===== config.mk =====
export PLATFORM = sky130hd
export DESIGN_NAME = parallel_to_serial_flat
export DESIGN_NICKNAME = d
export VERILOG_FILES = /design/src/rtl/link_pkg.sv /design/src/rtl/parallel_to_serial_if.sv /design/src/rtl/parallel_to_serial_bit_timer.sv /design/src/rtl/parallel_to_serial.sv /design/src/flat_wrapper.sv
export SDC_FILE = /design/constraint.sdc
export NUM_CORES = 1
export LEC_CHECK = 0
export ABC_AREA = 1
export ABC_CLOCK_PERIOD_IN_PS = 1800
export BUFFER_PORTS_ARGS = -buffer_cell sky130_fd_sc_hd__buf_2
export CORE_MARGIN = 3
export CORE_UTILIZATION = 50
export CTS_CLUSTER_DIAMETER = 60
export CTS_CLUSTER_SIZE = 16
export DETAILED_ROUTE_END_ITERATION = 8
export PLACE_DENSITY = 0.77
export RECOVER_POWER = 50
export SLEW_MARGIN = 20
export SYNTH_ARGS = -nofsm -noshare
export SYNTH_HDL_FRONTEND = slang
export SYNTH_SLANG_ARGS = --single-unit

===== constraint.sdc =====
create_clock -name clk -period 1.8 [get_ports clk]
set_input_delay 0.27 -clock clk [delete_from_list [all_inputs] [get_ports clk]]
set_output_delay 0.27 -clock clk [all_outputs]
set_load 0.05 [all_outputs]

===== src/rtl/link_pkg.sv =====
// rtl/link_pkg.sv - shared framing constants and state encoding for the serial link
package link_pkg;

  typedef enum logic [1:0] {
    IDLE  = 2'd0,
    START = 2'd1,
    DATA  = 2'd2,
    STOP  = 2'd3
  } link_state_e;

  localparam logic LINK_START_BIT = 1'b0;
  localparam logic LINK_STOP_BIT  = 1'b1;
  localparam logic LINK_IDLE      = 1'b1;

  localparam int LINK_OVERSAMPLE = 16;
  localparam int LINK_DATA_WIDTH = 8;

  // Receiver samples at this oversample count, i.e. the centre of a bit.
  localparam int SAMPLE_POINT = 7;

endpackage


===== src/rtl/parallel_to_serial_if.sv =====
// rtl/parallel_to_serial_if.sv - byte handshake between game logic and the link transmitter
interface parallel_to_serial_if import link_pkg::*; #(
  parameter int DATA_WIDTH = LINK_DATA_WIDTH
);

  logic [DATA_WIDTH-1:0] data_in;
  logic                  load;
  logic                  ready;
  logic                  done;

  modport master (
    output data_in,
    output load,
    input  ready,
    input  done
  );

  modport slave (
    input  data_in,
    input  load,
    output ready,
    output done
  );

endinterface


===== src/rtl/parallel_to_serial_bit_timer.sv =====
// rtl/parallel_to_serial_bit_timer.sv - counts oversample ticks and flags the end of each bit period
module parallel_to_serial_bit_timer #(
  parameter int OVERSAMPLE = 16
) (
  input  logic clk,
  input  logic rst_n,
  input  logic clr_i,
  input  logic tick_i,
  output logic bit_end_o
);

  localparam int CW = $clog2(OVERSAMPLE);

  logic [CW-1:0] tick_cnt_q;
  logic [CW-1:0] tick_cnt_d;

  // While cleared (idle) ticks are ignored, so a tick coinciding with a load is not counted.
  always_comb begin
    tick_cnt_d = tick_cnt_q;
    if (clr_i) begin
      tick_cnt_d = '0;
    end else if (tick_i) begin
      tick_cnt_d = tick_cnt_q + 1'b1;
    end
  end

  // Counter register; power-of-two OVERSAMPLE lets it wrap naturally.
  always_ff @(posedge clk or negedge rst_n) begin
    if (!rst_n) begin
      tick_cnt_q <= '0;
    end else begin
      tick_cnt_q <= tick_cnt_d;
    end
  end

  assign bit_end_o = tick_i && !clr_i && (tick_cnt_q == CW'(OVERSAMPLE - 1));

endmodule


===== src/rtl/parallel_to_serial.sv =====
// rtl/parallel_to_serial.sv - link transmitter: start bit, LSB-first payload, stop bits
module parallel_to_serial import link_pkg::*; #(
  parameter int DATA_WIDTH = LINK_DATA_WIDTH,
  parameter int OVERSAMPLE = LINK_OVERSAMPLE,
  parameter int STOP_BITS  = 1
) (
  input  logic                  clk,
  input  logic                  rst_n,
  input  logic                  tick,
  parallel_to_serial_if.slave   bus,
  output logic                  serial_out
);

  localparam int BW = (DATA_WIDTH > 1) ? $clog2(DATA_WIDTH) : 1;
  localparam int SW = (STOP_BITS > 1) ? $clog2(STOP_BITS) : 1;

  link_state_e           state_q, state_d;
  logic [DATA_WIDTH-1:0] shreg_q, shreg_d;
  logic [BW-1:0]         bit_cnt_q, bit_cnt_d;
  logic [SW-1:0]         stop_cnt_q, stop_cnt_d;
  logic                  serial_out_q, serial_out_d;
  logic                  done_q, done_d;
  logic                  bit_end;

  parallel_to_serial_bit_timer #(
    .OVERSAMPLE(OVERSAMPLE)
  ) u_bit_timer (
    .clk       (clk),
    .rst_n     (rst_n),
    .clr_i     (state_q == IDLE),
    .tick_i    (tick),
    .bit_end_o (bit_end)
  );

  // Next-state and next-output decode; the line value is computed one clock ahead so it is registered.
  always_comb begin
    state_d      = state_q;
    shreg_d      = shreg_q;
    bit_cnt_d    = bit_cnt_q;
    stop_cnt_d   = stop_cnt_q;
    serial_out_d = serial_out_q;
    done_d       = 1'b0;
    unique case (state_q)
      IDLE: begin
        serial_out_d = LINK_IDLE;
        if (bus.load) begin
          shreg_d      = bus.data_in;
          bit_cnt_d    = '0;
          stop_cnt_d   = '0;
          serial_out_d = LINK_START_BIT;
          state_d      = START;
        end
      end
      START: begin
        if (bit_end) begin
          serial_out_d = shreg_q[0];
          state_d      = DATA;
        end
      end
      DATA: begin
        if (bit_end) begin
          if (bit_cnt_q == BW'(DATA_WIDTH - 1)) begin
            serial_out_d = LINK_STOP_BIT;
            state_d      = STOP;
          end else begin
            shreg_d      = shreg_q >> 1;
            bit_cnt_d    = bit_cnt_q + 1'b1;
            serial_out_d = shreg_q[1];
          end
        end
      end
      STOP: begin
        serial_out_d = LINK_STOP_BIT;
        if (bit_end) begin
          if (stop_cnt_q == SW'(STOP_BITS - 1)) begin
            done_d  = 1'b1;
            state_d = IDLE;
          end else begin
            stop_cnt_d = stop_cnt_q + 1'b1;
          end
        end
      end
      default: begin
        state_d      = IDLE;
        serial_out_d = LINK_IDLE;
      end
    endcase
  end

  // State and output registers; reset drives the line straight back to idle-high.
  always_ff @(posedge clk or negedge rst_n) begin
    if (!rst_n) begin
      state_q      <= IDLE;
      shreg_q      <= '0;
      bit_cnt_q    <= '0;
      stop_cnt_q   <= '0;
      serial_out_q <= LINK_IDLE;
      done_q       <= 1'b0;
    end else begin
      state_q      <= state_d;
      shreg_q      <= shreg_d;
      bit_cnt_q    <= bit_cnt_d;
      stop_cnt_q   <= stop_cnt_d;
      serial_out_q <= serial_out_d;
      done_q       <= done_d;
    end
  end

  assign bus.ready  = (state_q == IDLE);
  assign bus.done   = done_q;
  assign serial_out = serial_out_q;

endmodule


===== src/flat_wrapper.sv =====
// flat-port wrapper written by rule: the top's interface ports become plain ports
module parallel_to_serial_flat import link_pkg::*;
#(
  parameter int DATA_WIDTH = LINK_DATA_WIDTH,
  parameter int OVERSAMPLE = LINK_OVERSAMPLE,
  parameter int STOP_BITS  = 1
)
  (clk, rst_n, tick, serial_out, bus_data_in, bus_load, bus_ready, bus_done);
  parallel_to_serial_if #(.DATA_WIDTH(DATA_WIDTH)) bus_i ();
  input  logic clk;
  input  logic rst_n;
  input  logic tick;
  output logic serial_out;
  input wire logic [$bits(bus_i.data_in)-1:0] bus_data_in;
  input wire logic [$bits(bus_i.load)-1:0] bus_load;
  output wire logic [$bits(bus_i.ready)-1:0] bus_ready;
  output wire logic [$bits(bus_i.done)-1:0] bus_done;
  assign bus_i.data_in = bus_data_in;
  assign bus_i.load = bus_load;
  assign bus_ready = bus_i.ready;
  assign bus_done = bus_i.done;
  parallel_to_serial #(.DATA_WIDTH(DATA_WIDTH), .OVERSAMPLE(OVERSAMPLE), .STOP_BITS(STOP_BITS)) u_core (.clk(clk), .rst_n(rst_n), .tick(tick), .bus(bus_i), .serial_out(serial_out));
endmodule

==> results of run 1 <==
==> cell type report <==
cell class / count / area [um2] / share of cell area (%)
timing repair buffer: 20 / 116.4 / 9.509
tap: 27 / 33.78 / 2.761
multi-input combinational: 105 / 533.0 / 43.56
clock buffer: 4 / 26.28 / 2.147
inverter: 10 / 37.54 / 3.067
sequential: 19 / 476.7 / 38.96
==> worst max-delay path, stage by stage (launching register included) <==
cell and delay [ns]:
dfrtp_1 0.43, inv_1 0.10, ha_1 0.29, buf_2 0.31
==> sequential cells by signal, indices dropped and copies added, names as in the netlist <==
| register | cells |
|---|---|
| u_core.bus.done | 1 |
| u_core.serial_out | 1 |
| u_core.bit_cnt_q | 3 |
| u_core.state_q | 2 |
| u_core.shreg_q | 8 |
| u_core.u_bit_timer.tick_cnt_q | 4 |
==> power groups by stage <==
stage | Clock [uW] | Combinational, uW | Sequential, uW
2_1_floorplan | 0 | 861 | 711
3_3_place_gp | 0 | 1050 | 693
3_5_place_dp | 0 | 1090 | 702
4_1_cts | 225 | 1100 | 694
5_1_grt | 243 | 1260 | 716
6_report | 216 | 1120 | 695
==> placed cells by master (no fill, tap or decap), types with 2 or more instances in the layout <==
| cell | netlist | routed |
|---|---|---|
| buf_2 | 2 | 13 |
| nor2_1 | 8 | 8 |
| o21ai_1 | 4 | 4 |
| nand2_1 | 60 | 60 |
| nand3_1 | 4 | 4 |
| o21ai_0 | 3 | 3 |
| a21oi_1 | 2 | 2 |
| nand2_2 | 2 | 2 |
| dfrtp_1 | 18 | 18 |
| clkbuf_4 | 0 | 3 |
| clkbuf_1 | 0 | 2 |
| buf_4 | 2 | 5 |
| ha_1 | 7 | 7 |
| inv_1 | 9 | 9 |
| nand4_1 | 12 | 12 |
==> per-stage QoR <==
| step | total power [uW] | instance area (um2) | std cells | utilization, % |
|---|---|---|---|---|
| 2_1_floorplan | 1572 | 1084 | 139 | - |
| 3_3_place_gp | 1745 | 1181 | 179 | 59.00 |
| 3_5_place_dp | 1794 | 1181 | 179 | 59.00 |
| 4_1_cts | 2017 | 1217 | 184 | 60.81 |
| 5_1_grt | 2217 | 1224 | 185 | 61.12 |
| 6_report | 2029 | 1224 | 185 | 61.12 |
==> what timing repair did <==
| action | in CTS | in global routing |
|---|---|---|
| hold endpoints to repair | 18 | 0 |
| resized for setup | 0 | 0 |
| setup buffers | 0 | 1 |
| setup endpoints to repair | 0 | 2 |
| hold buffers | 1 | 0 |
==> routing by layer <==
metal / GRT usage [%] / vias to the layer above / wire, um
met5: 0 / - / 0
met4: 5.532 / 0 / 26
met3: 6.838 / 4 / 101
met2: 30.79 / 17 / 1044
met1: 23.38 / 453 / 1072
li1: - / 494 / -
==> cell families after synthesis <==
family / after synthesis / synth area share [%]
fa+ha+maj: 7 / 8.083
simple gates: 87 / 34.41
flops: 19 / 44.00
compound gates: 11 / 6.697
buf+inv: 15 / 6.812
==> worst min-delay path by stage <==
stage                                                    to            from  slack (ns)  cells after the start
2_1_floorplan               u_core.bit_cnt_q[0]$_DFFE_PN0P_           rst_n       -0.03                      0
3_3_place_gp   u_core.u_bit_timer.tick_cnt_q[0]$_DFFE_PN0P_           rst_n        0.23                      1
3_5_place_dp                  u_core.shreg_q[0]$_DFFE_PN0P_           rst_n        0.23                      1
4_1_cts                       u_core.shreg_q[7]$_DFFE_PN0P_  bus_data_in[7]        0.23                      3
5_1_grt                       u_core.shreg_q[7]$_DFFE_PN0P_  bus_data_in[7]        0.23                      3
6_report                      u_core.shreg_q[7]$_DFFE_PN0P_  bus_data_in[7]        0.25                      3
==> summary.txt, run 1 <==
Clock network
  – Skew-Pair Late Insertion Delay: ~0.3 ns
  – Root buffer selected by CTS: clkbuf_4
  – CTS Buf Count: 3
  – Clock buffer depth: 2
  – Clock tree from TritonCTS: yes
  – Depth of the CTS H-tree: 1
  – Clock-pin slew reported for the worst setup and hold paths after clock tree synthesis: approximately 0.10 ns
  – CTS sink cnt: 19

Logic synthesis
  – Number of distinct library cell variants in the gate-level netlist after synthesis: 19
  – Synth top cells by count: nand2_1 (60), dfrtp_1 (18), nand4_1 (12), inv_1 (9), nor2_1 (8)
  – Fraction of registers with async set or reset after synthesis: 100.0%
  – Syn_nets: about 160
  – Register bit total from synthesis: 19
  – Area leader, netlist: dfrtp_1
  – Main synth FF type: dfrtp_1
  – Average footprint of a synthesized cell: 7.795 um2
  – Post-synthesis instance total: ~140
  – Most used standard cell by instance count after synthesis: nand2_1
  – Part of the Yosys area used for sequential elements: between 40% and 50%
  – Fraction of synthesized cell area taken by the top area cell type: between 40% and 50%
  – Number of flops mapped to enable cells by yosys: 0
  – Leading post-synthesis cells by cell area: dfrtp_1 (42%), nand2_1 (21%), ha_1 (8.1%), nand4_1 (6.9%), inv_1 (3.1%)
  – Total standard cell area after synthesis: around 0.0011 mm2
  – Syn. warnings: 0

Global route
  – Maximum number of pins on one net before global-route repair: 20
  – Number of global-route vias before repair: 889
  – Global Route Usage Sum: a little under a fifth
  – Wire length of the first global-routing pass: 3.774 mm
  – Total gr overflow: 0
  – Antenna violations before repair: 0

Critical path
  – Worst setup startpoint: u_core.state_q[0]$_DFFE_PN0P_
  – Largest driver fanout on the critical path: 7
  – End of the worst register-to-register path: u_core.state_q[0]$_DFFE_PN0P_
  – Cells on worst reg2reg path: 9
  – Type of destination of the critical path: output pin
  – Arr. time, crit path: approximately 1.4 ns
  – Launching element type of the critical path: register
  – Worst reg-to-reg setup slack: 0.13 ns
  – Worst flop-to-flop path startpoint: u_core.state_q[0]$_DFFE_PN0P_
  – Critical path destination: bus_ready
  – Kind of critical path: register to output pin
  – Data required time at the worst endpoint: approximately 1.5 ns

Timing
  – Final-layout setup total negative slack: 0 ns
  – Peak clock frequency supported by timing: 587.7 MHz
  – Final Max Tran Viols: 0
  – RSZ-0062 raised after global routing: no
  – Count of final hold-check violations: 0
  – Fin crit period: ~1.7 ns
  – Final worst clock skew: roughly 0.0033 ns
  – Number of setup violations in the final report: 0
  – Worst hold margin: about 0.25 ns
  – Worst-margin pin slew: 1.018 ns
  – Post-layout worst setup margin: approximately 0.1 ns
  – Slew margin rel.: about a third
  – Final critical-path share of the clock period: a little over nine tenths

Drt
  – Total Wirelength: between 2 and 2.5 mm
  – Antenna Nets Post-Route: 0
  – Via density per instance: ~5.2
  – Via count: slightly below 1000
  – Average wire per cell in the routed design: around 12 um
  – DRC marker count from the first detailed-route iteration: 25
  – DRC errors left: 0
  – Drt pass-1 iters: 4

Power and ir drop
  – Power density relative to cell area: ~1700 mW/mm2
  – Net Switching: 956.6 uW
  – Total leakage power: 0.0006865 uW
  – Clock share of power: approximately a tenth
  – Switching power share of the total: 47.15%
  – Cell internal pwr: about 1100 uW
  – Peak VDD IR: 1265 uV
  – Sequential Power Share: around 34%
  – Combinational group share of total power: 55.1%

Die
  – IO Pins: 15
  – Core Box Area: around 0.0020 mm2
  – Vert. Die Dim: about 53 um
  – Number of rows created at floorplan: 16
  – Horizontal die dimension: approximately 53 um
  – Initial core utilization: a little over half
  – Full die area: between 0.002 and 0.003 mm2

Run status
  – Outcome: finished clean

Final layout
  – Antenna cell count: 0
  – Fill count: 177
  – Area growth from synthesis to layout: 12.93%
  – Proportion of layout cells with a drive suffix above 1: between 10% and 20%
  – Post-layout net count: between 150 and 200

Placed design
  – HPWL Detailed: 1.658 mm
  – RePlAce Congestion: 0.8650
  – Worst slack at placement: between 0.15 and 0.2 ns
  – Count of input and output buffers: 14

Run
  – Maximum capacitance violations: 0

Hold path
  – Worst min-delay path class: input pin to register
Note: power is estimated with default switching activity, not from simulation.
==> run 2: changes to the inputs <==
Settings changed: REMOVE_ABC_BUFFERS set to 1.
==> summary.txt, run 2 (same netlist as run 1, synthesis figures left out) <==
Run status
  – Outcome: finished clean (unchanged)

Placed design
  – Worst slack at placement: 0.1871 ns (was 0.1809 ns)
  – RePlAce Congestion: 0.8014 (was 0.8650)
  – HPWL Detailed: 1.645 mm (was 1.658 mm)
  – # placed instances: 180 (was 179)
  – Count of input and output buffers: 14 (unchanged)
  – Placement-stage cell area: 0.001189 mm2 (was 0.001181 mm2)

Die
  – Initial core utilization: 54.12% (unchanged)
  – Horizontal die dimension: 52.55 um (unchanged)
  – Number of rows created at floorplan: 16 (unchanged)
  – Core Box Area: 0.002002 mm2 (unchanged)
  – IO Pins: 15 (unchanged)
  – Vert. Die Dim: 52.55 um (unchanged)
  – Full die area: 0.002762 mm2 (unchanged)

Final layout
  – Fill count: 173 (was 177)
  – Most frequent cells in the layout: nand2_1 (60), dfrtp_1 (18), buf_2 (13) (unchanged)
  – Proportion of layout cells with a drive suffix above 1: 17.72% (unchanged)
  – Number of flip-flops in the largest register: 8 (unchanged)
  – Fin cells: 185 (unchanged)
  – Antenna cell count: 0 (unchanged)
  – Reg with most FFs: u_core.shreg_q (unchanged)
  – Finished layout cell area: 0.001231 mm2 (was 0.001224 mm2)
  – Leading cell type in the layout, fill and taps excluded: nand2_1 (unchanged)
  – Regs by FF count: u_core.shreg_q: 8 flops, u_core.u_bit_timer.tick_cnt_q: 4 flops, u_core.bit_cnt_q: 3 flops (unchanged)
  – Area growth from synthesis to layout: 13.63% (was 12.93%)
  – Post-layout net count: 178 (unchanged)

Drt
  – Drt pass-1 iters: 4 (unchanged)
  – Average wire per cell in the routed design: 11.90 um (was 12.14 um)
  – DRC marker count from the first detailed-route iteration: 19 (was 25)
  – Via density per instance: 5.124 (was 5.232)
  – DRC errors left: 0 (unchanged)
  – Total Wirelength: 2.202 mm (was 2.245 mm)
  – Antenna Nets Post-Route: 0 (unchanged)
  – Via count: 948 (was 968)

Timing
  – Final critical-path share of the clock period: 92.54% (was 94.52%)
  – Count of final hold-check violations: 0 (unchanged)
  – Final worst clock skew: 0.001821 ns (was 0.003253 ns)
  – Slew margin rel.: 31.45% (was 32.14%)
  – Final Max Tran Viols: 0 (unchanged)
  – RSZ-0062 raised after global routing: no (unchanged)
  – Number of setup violations in the final report: 0 (unchanged)
  – Fin crit period: 1.666 ns (was 1.701 ns)
  – Worst-margin pin slew: 1.028 ns (was 1.018 ns)
  – Peak clock frequency supported by timing: 600.4 MHz (was 587.7 MHz)
  – Final-layout setup total negative slack: 0 ns (unchanged)
  – Post-layout worst setup margin: 0.1343 ns (was 0.09855 ns)

Clock network
  – CTS Buf Count: 3 (unchanged)
  – CTS sink cnt: 19 (unchanged)
  – Setup bufs post-CTS: 0 (unchanged)
  – Clock tree from TritonCTS: yes (unchanged)
  – Clock buffer depth: 2 (unchanged)
  – Root buffer selected by CTS: clkbuf_4 (unchanged)
  – Skew-Pair Late Insertion Delay: 0.29 ns (was 0.30 ns)
  – Clock-pin slew reported for the worst setup and hold paths after clock tree synthesis: 0.10 ns (about the same)
  – Depth of the CTS H-tree: 1 (unchanged)

Critical path
  – Data required time at the worst endpoint: 1.53 ns (about the same)
  – Delay of the slowest cell on the worst path: 0.43 ns (about the same)
  – Worst flop-to-flop path startpoint: u_core.state_q[0]$_DFFE_PN0P_ (unchanged)
  – Largest driver fanout on the critical path: 5 (was 7)
  – Arr. time, crit path: 1.40 ns (was 1.43 ns)
  – Type of destination of the critical path: output pin (unchanged)
  – Launching element type of the critical path: register (unchanged)
  – Critical Path, Cell by Cell: inv_1 > ha_1 > buf_2 (unchanged)
  – Kind of critical path: register to output pin (unchanged)
  – Worst setup startpoint: u_core.state_q[1]$_DFFE_PN0P_ (was u_core.state_q[0]$_DFFE_PN0P_)
  – Critical path's slowest cell: dfrtp_1 (unchanged)

Power and ir drop
  – Total leakage power: 0.0006875 uW (was 0.0006865 uW)
  – Peak VDD IR: 732.1 uV (was 1265 uV)
  – Power density relative to cell area: 1659 mW/mm2 (was 1658 mW/mm2)
  – Tot Pwr: 2043 uW (was 2029 uW)

Global route
  – Maximum number of pins on one net before global-route repair: 20 (unchanged)
  – Total gr overflow: 0 (unchanged)
  – Antenna violations before repair: 0 (unchanged)
  – Number of global-route vias before repair: 906 (was 889)
  – Wire length of the first global-routing pass: 3.622 mm (was 3.774 mm)
  – Global Route Usage Sum: 17.75% (was 18.94%)

Run
  – Maximum capacitance violations: 0 (unchanged)

Hold path
  – Hold Path Origin: bus_data_in[7] (unchanged)
  – Worst min-delay path class: input pin to register (unchanged)
## run 2: cell counts in the layout (fill, tap and decap cells not counted)
No cell type changed its count.
## run 2: repair_timing
action	CTS	global route
setup endpoints to repair	0	1
gates resized for setup	0	1
hold buffers	1	0
endpoints found under the hold margin	18	0
## run 2: path summary, 6_finish.rpt
check	slack (ns)	cells after the start	to
worst max register to register	0.19	7	u_core.bit_cnt_q[1]$_DFFE_PN0P_
worst min register to register	0.48	2	u_core.shreg_q[3]$_DFFE_PN0P_
max in group asynchronous	0.53	2	u_core.bit_cnt_q[1]$_DFFE_PN0P_
worst min-delay path	0.22	3	u_core.shreg_q[7]$_DFFE_PN0P_
min in group asynchronous	0.66	2	u_core.u_bit_timer.tick_cnt_q[2]$_DFFE_PN0P_
worst max-delay path	0.13	3	bus_ready
## run 2: routing by layer
metal / vias up / track usage [%] / wire length [um]
met1: 432 / 21.22 / 977
met3: 2 / 2.564 / 80
met2: 25 / 30.58 / 1130
li1: 489 / - / -
met4: 0 / 8.936 / 13
met5: - / 0 / 0
## run 2: critical path: cells and delay by family (launching register included)
family     cells  cell delay, ns
flops          1            0.43
fa+ha+maj      1            0.26
buf+inv        2            0.40
## run 2: stage by stage
stage               utilization, %  hold WS (ns)
floorplan                        -      -0.02559
global route                 61.50        0.2354
global placement             59.38        0.2252
detailed placement           59.38        0.2352
CTS                          61.19        0.2111
finish                       61.50        0.2225
## run 2: area by class of cell
cell class / count / area [um2] / area share (%)
clock buffer: 4 / 26.28 / 2.134
inverter: 10 / 37.54 / 3.049
multi-input combinational: 105 / 540.5 / 43.90
sequential: 19 / 476.7 / 38.72
tap: 27 / 33.78 / 2.744
timing repair buffer: 20 / 116.4 / 9.451
## run 2: report_power, final
part           internal (uW)  leakage [uW]  switching [uW]
clock network           86.3     0.0000150             130
registers                591      0.000244             104
logic                    408      0.000428             722
==> run 3: changes to the inputs <==
Settings changed: CORE_MARGIN 3 to 5.
==> summary.txt, run 3 (same netlist as run 1, synthesis figures left out) <==
Global route
  – Maximum number of pins on one net before global-route repair: 20 (unchanged)
  – Antenna violations before repair: 0 (unchanged)
  – Total gr overflow: 0 (unchanged)
  – Global Route Usage Sum: 15.24% (was 17.75%)
  – Wire length of the first global-routing pass: 3.946 mm (was 3.622 mm)
  – Number of global-route vias before repair: 957 (was 906)

Power and ir drop
  – Power density relative to cell area: 1644 mW/mm2 (was 1659 mW/mm2)
  – Tot Pwr: 2014 uW (was 2043 uW)
  – Peak VDD IR: 810.4 uV (was 732.1 uV)
  – Total leakage power: 0.0006785 uW (was 0.0006875 uW)

Placed design
  – Count of input and output buffers: 14 (unchanged)
  – Placement-stage cell area: 0.001181 mm2 (was 0.001189 mm2)
  – Worst slack at placement: 0.1575 ns (was 0.1871 ns)
  – RePlAce Congestion: 0.7982 (was 0.8014)
  – HPWL Detailed: 1.643 mm (was 1.645 mm)

Die
  – Horizontal die dimension: 56.55 um (was 52.55 um)
  – Number of rows created at floorplan: 16 (unchanged)
  – Vert. Die Dim: 56.55 um (was 52.55 um)
  – IO Pins: 15 (unchanged)
  – Initial core utilization: 53.59% (was 54.12%)
  – Full die area: 0.003198 mm2 (was 0.002762 mm2)
  – Core Box Area: 0.002022 mm2 (was 0.002002 mm2)

Critical path
  – Launching element type of the critical path: register (unchanged)
  – Arr. time, crit path: 1.43 ns (was 1.40 ns)
  – Cells on worst reg2reg path: 7 (unchanged)
  – Largest driver fanout on the critical path: 7 (was 5)
  – Kind of critical path: register to output pin (unchanged)
  – Worst reg-to-reg setup slack: 0.19 ns (about the same)
  – Data required time at the worst endpoint: 1.53 ns (about the same)
  – End of the worst register-to-register path: u_core.shreg_q[4]$_DFFE_PN0P_ (was u_core.bit_cnt_q[1]$_DFFE_PN0P_)
  – Worst flop-to-flop path startpoint: u_core.state_q[0]$_DFFE_PN0P_ (unchanged)
  – Type of destination of the critical path: output pin (unchanged)

Timing
  – Fin crit period: 1.699 ns (was 1.666 ns)
  – Final worst clock skew: 0.003952 ns (was 0.001821 ns)
  – RSZ-0062 raised after global routing: no (unchanged)
  – Number of setup violations in the final report: 0 (unchanged)
  – Peak clock frequency supported by timing: 588.5 MHz (was 600.4 MHz)
  – Worst-margin pin slew: 1.007 ns (was 1.028 ns)
  – Slew margin rel.: 32.86% (was 31.45%)
  – Post-layout worst setup margin: 0.1008 ns (was 0.1343 ns)
  – Final-layout setup total negative slack: 0 ns (unchanged)
  – Count of final hold-check violations: 0 (unchanged)
  – Final Max Tran Viols: 0 (unchanged)
  – Final critical-path share of the clock period: 94.40% (was 92.54%)

Run
  – Maximum capacitance violations: 0 (unchanged)

Final layout
  – Number of flip-flops in the largest register: 8 (unchanged)
  – Utilization of the core after routing: 60.58% (was 61.50%)
  – Finished layout cell area: 0.001225 mm2 (was 0.001231 mm2)
  – Most frequent cells in the layout: nand2_1 (60), dfrtp_1 (18), nand4_1 (12) (was nand2_1 (60), dfrtp_1 (18), buf_2 (13))
  – Reg with most FFs: u_core.shreg_q (unchanged)
  – Leading cell type in the layout, fill and taps excluded: nand2_1 (unchanged)
  – Post-layout net count: 177 (was 178)
  – Antenna cell count: 0 (unchanged)
  – Regs by FF count: u_core.shreg_q: 8 flops, u_core.u_bit_timer.tick_cnt_q: 4 flops, u_core.bit_cnt_q: 3 flops (unchanged)
  – Area growth from synthesis to layout: 13.05% (was 13.63%)
  – Proportion of layout cells with a drive suffix above 1: 16.56% (was 17.72%)

Drt
  – DRC errors left: 0 (unchanged)
  – Drt pass-1 iters: 4 (unchanged)
  – Via count: 960 (was 948)
  – Antenna Nets Post-Route: 0 (unchanged)
  – Total Wirelength: 2.124 mm (was 2.202 mm)
  – DRC marker count from the first detailed-route iteration: 23 (was 19)
  – Average wire per cell in the routed design: 11.54 um (was 11.90 um)
  – Via density per instance: 5.217 (was 5.124)

Clock network
  – CTS Buf Count: 3 (unchanged)
  – Clock-pin slew reported for the worst setup and hold paths after clock tree synthesis: 0.11 ns (was 0.10 ns)
  – Root buffer selected by CTS: clkbuf_4 (unchanged)
  – Depth of the CTS H-tree: 1 (unchanged)
  – CTS sink cnt: 19 (unchanged)
  – Clock buffer depth: 2 (unchanged)
  – Setup bufs post-CTS: 0 (unchanged)
  – Skew-Pair Late Insertion Delay: 0.29 ns (about the same)
  – Clock tree from TritonCTS: yes (unchanged)

Hold path
  – Hold Path Origin: bus_data_in[7] (unchanged)
  – End point of the worst hold path: u_core.shreg_q[7]$_DFFE_PN0P_ (unchanged)
  – Number of stages on the worst hold path: 3 (unchanged)
  – Worst min-delay path class: input pin to register (unchanged)

Run status
  – Outcome: finished clean (unchanged)
run 3: changes by cell type in the layout (fill, tap and decap cells not counted), sizes merged:
cell,change
buf,-3
clkbuf,+2
run 3: what timing repair did:
item                                   in CTS  in global routing
hold buffers                                1                  0
setup endpoints to repair                   0                  7
endpoints found under the hold margin      18                  0
gates resized for setup                     0                  2
run 3: cell type report:
type / instances / area [um2]
Clock buffer: 4 / 26.28
Tap cell: 27 / 33.78
Fill cell: 169 / 797.0
Sequential cell: 19 / 476.7
Multi-Input combinational cell: 105 / 540.5
Inverter: 10 / 37.54
Timing Repair Buffer: 19 / 110.1
run 3: layer usage:
layer,GRT usage (%),share of wire [%]
met5,0,0
met4,6.102,1.1
met3,2.752,4.4
met2,25.91,50
met1,18.86,45
run 3: worst max-delay path, stage by stage, from the launching register on:
cell,delay (ns)
dfrtp_1,0.43
inv_1,0.09
ha_1,0.31
clkbuf_4,0.30
run 3: worst max path at each step:
stage / from / endpoint / slack (ns) / depth (start not counted)
global placement: u_core.state_q[1]$_DFFE_PN0P_ / u_core.bit_cnt_q[2]$_DFFE_PN0P_ / 0.23 / 8
detailed placement: u_core.state_q[0]$_DFFE_PN0P_ / u_core.shreg_q[4]$_DFFE_PN0P_ / 0.16 / 8
global route: u_core.state_q[1]$_DFFE_PN0P_ / bus_ready / 0.008 / 3
finish: u_core.state_q[0]$_DFFE_PN0P_ / bus_ready / 0.10 / 3
CTS: u_core.state_q[0]$_DFFE_PN0P_ / bus_ready / 0.07 / 3
floorplan: u_core.state_q[0]$_DFFE_PN0P_ / u_core.shreg_q[7]$_DFFE_PN0P_ / -0.20 / 7
run 3: power by group:
group	internal [uW]	switching [uW]
clock network	86.1	127
registers	591	103
logic	397	710
total	1070	939
run 3: stage by stage:
| stage | hold WS (ns) | std cells |
|---|---|---|
| after detailed placement | 0.2385 | 179 |
| after global placement | 0.2280 | 179 |
| after floorplan | -0.02559 | 134 |
| after CTS | 0.2282 | 184 |
| final | 0.2415 | 184 |
| after global routing | 0.2370 | 184 |
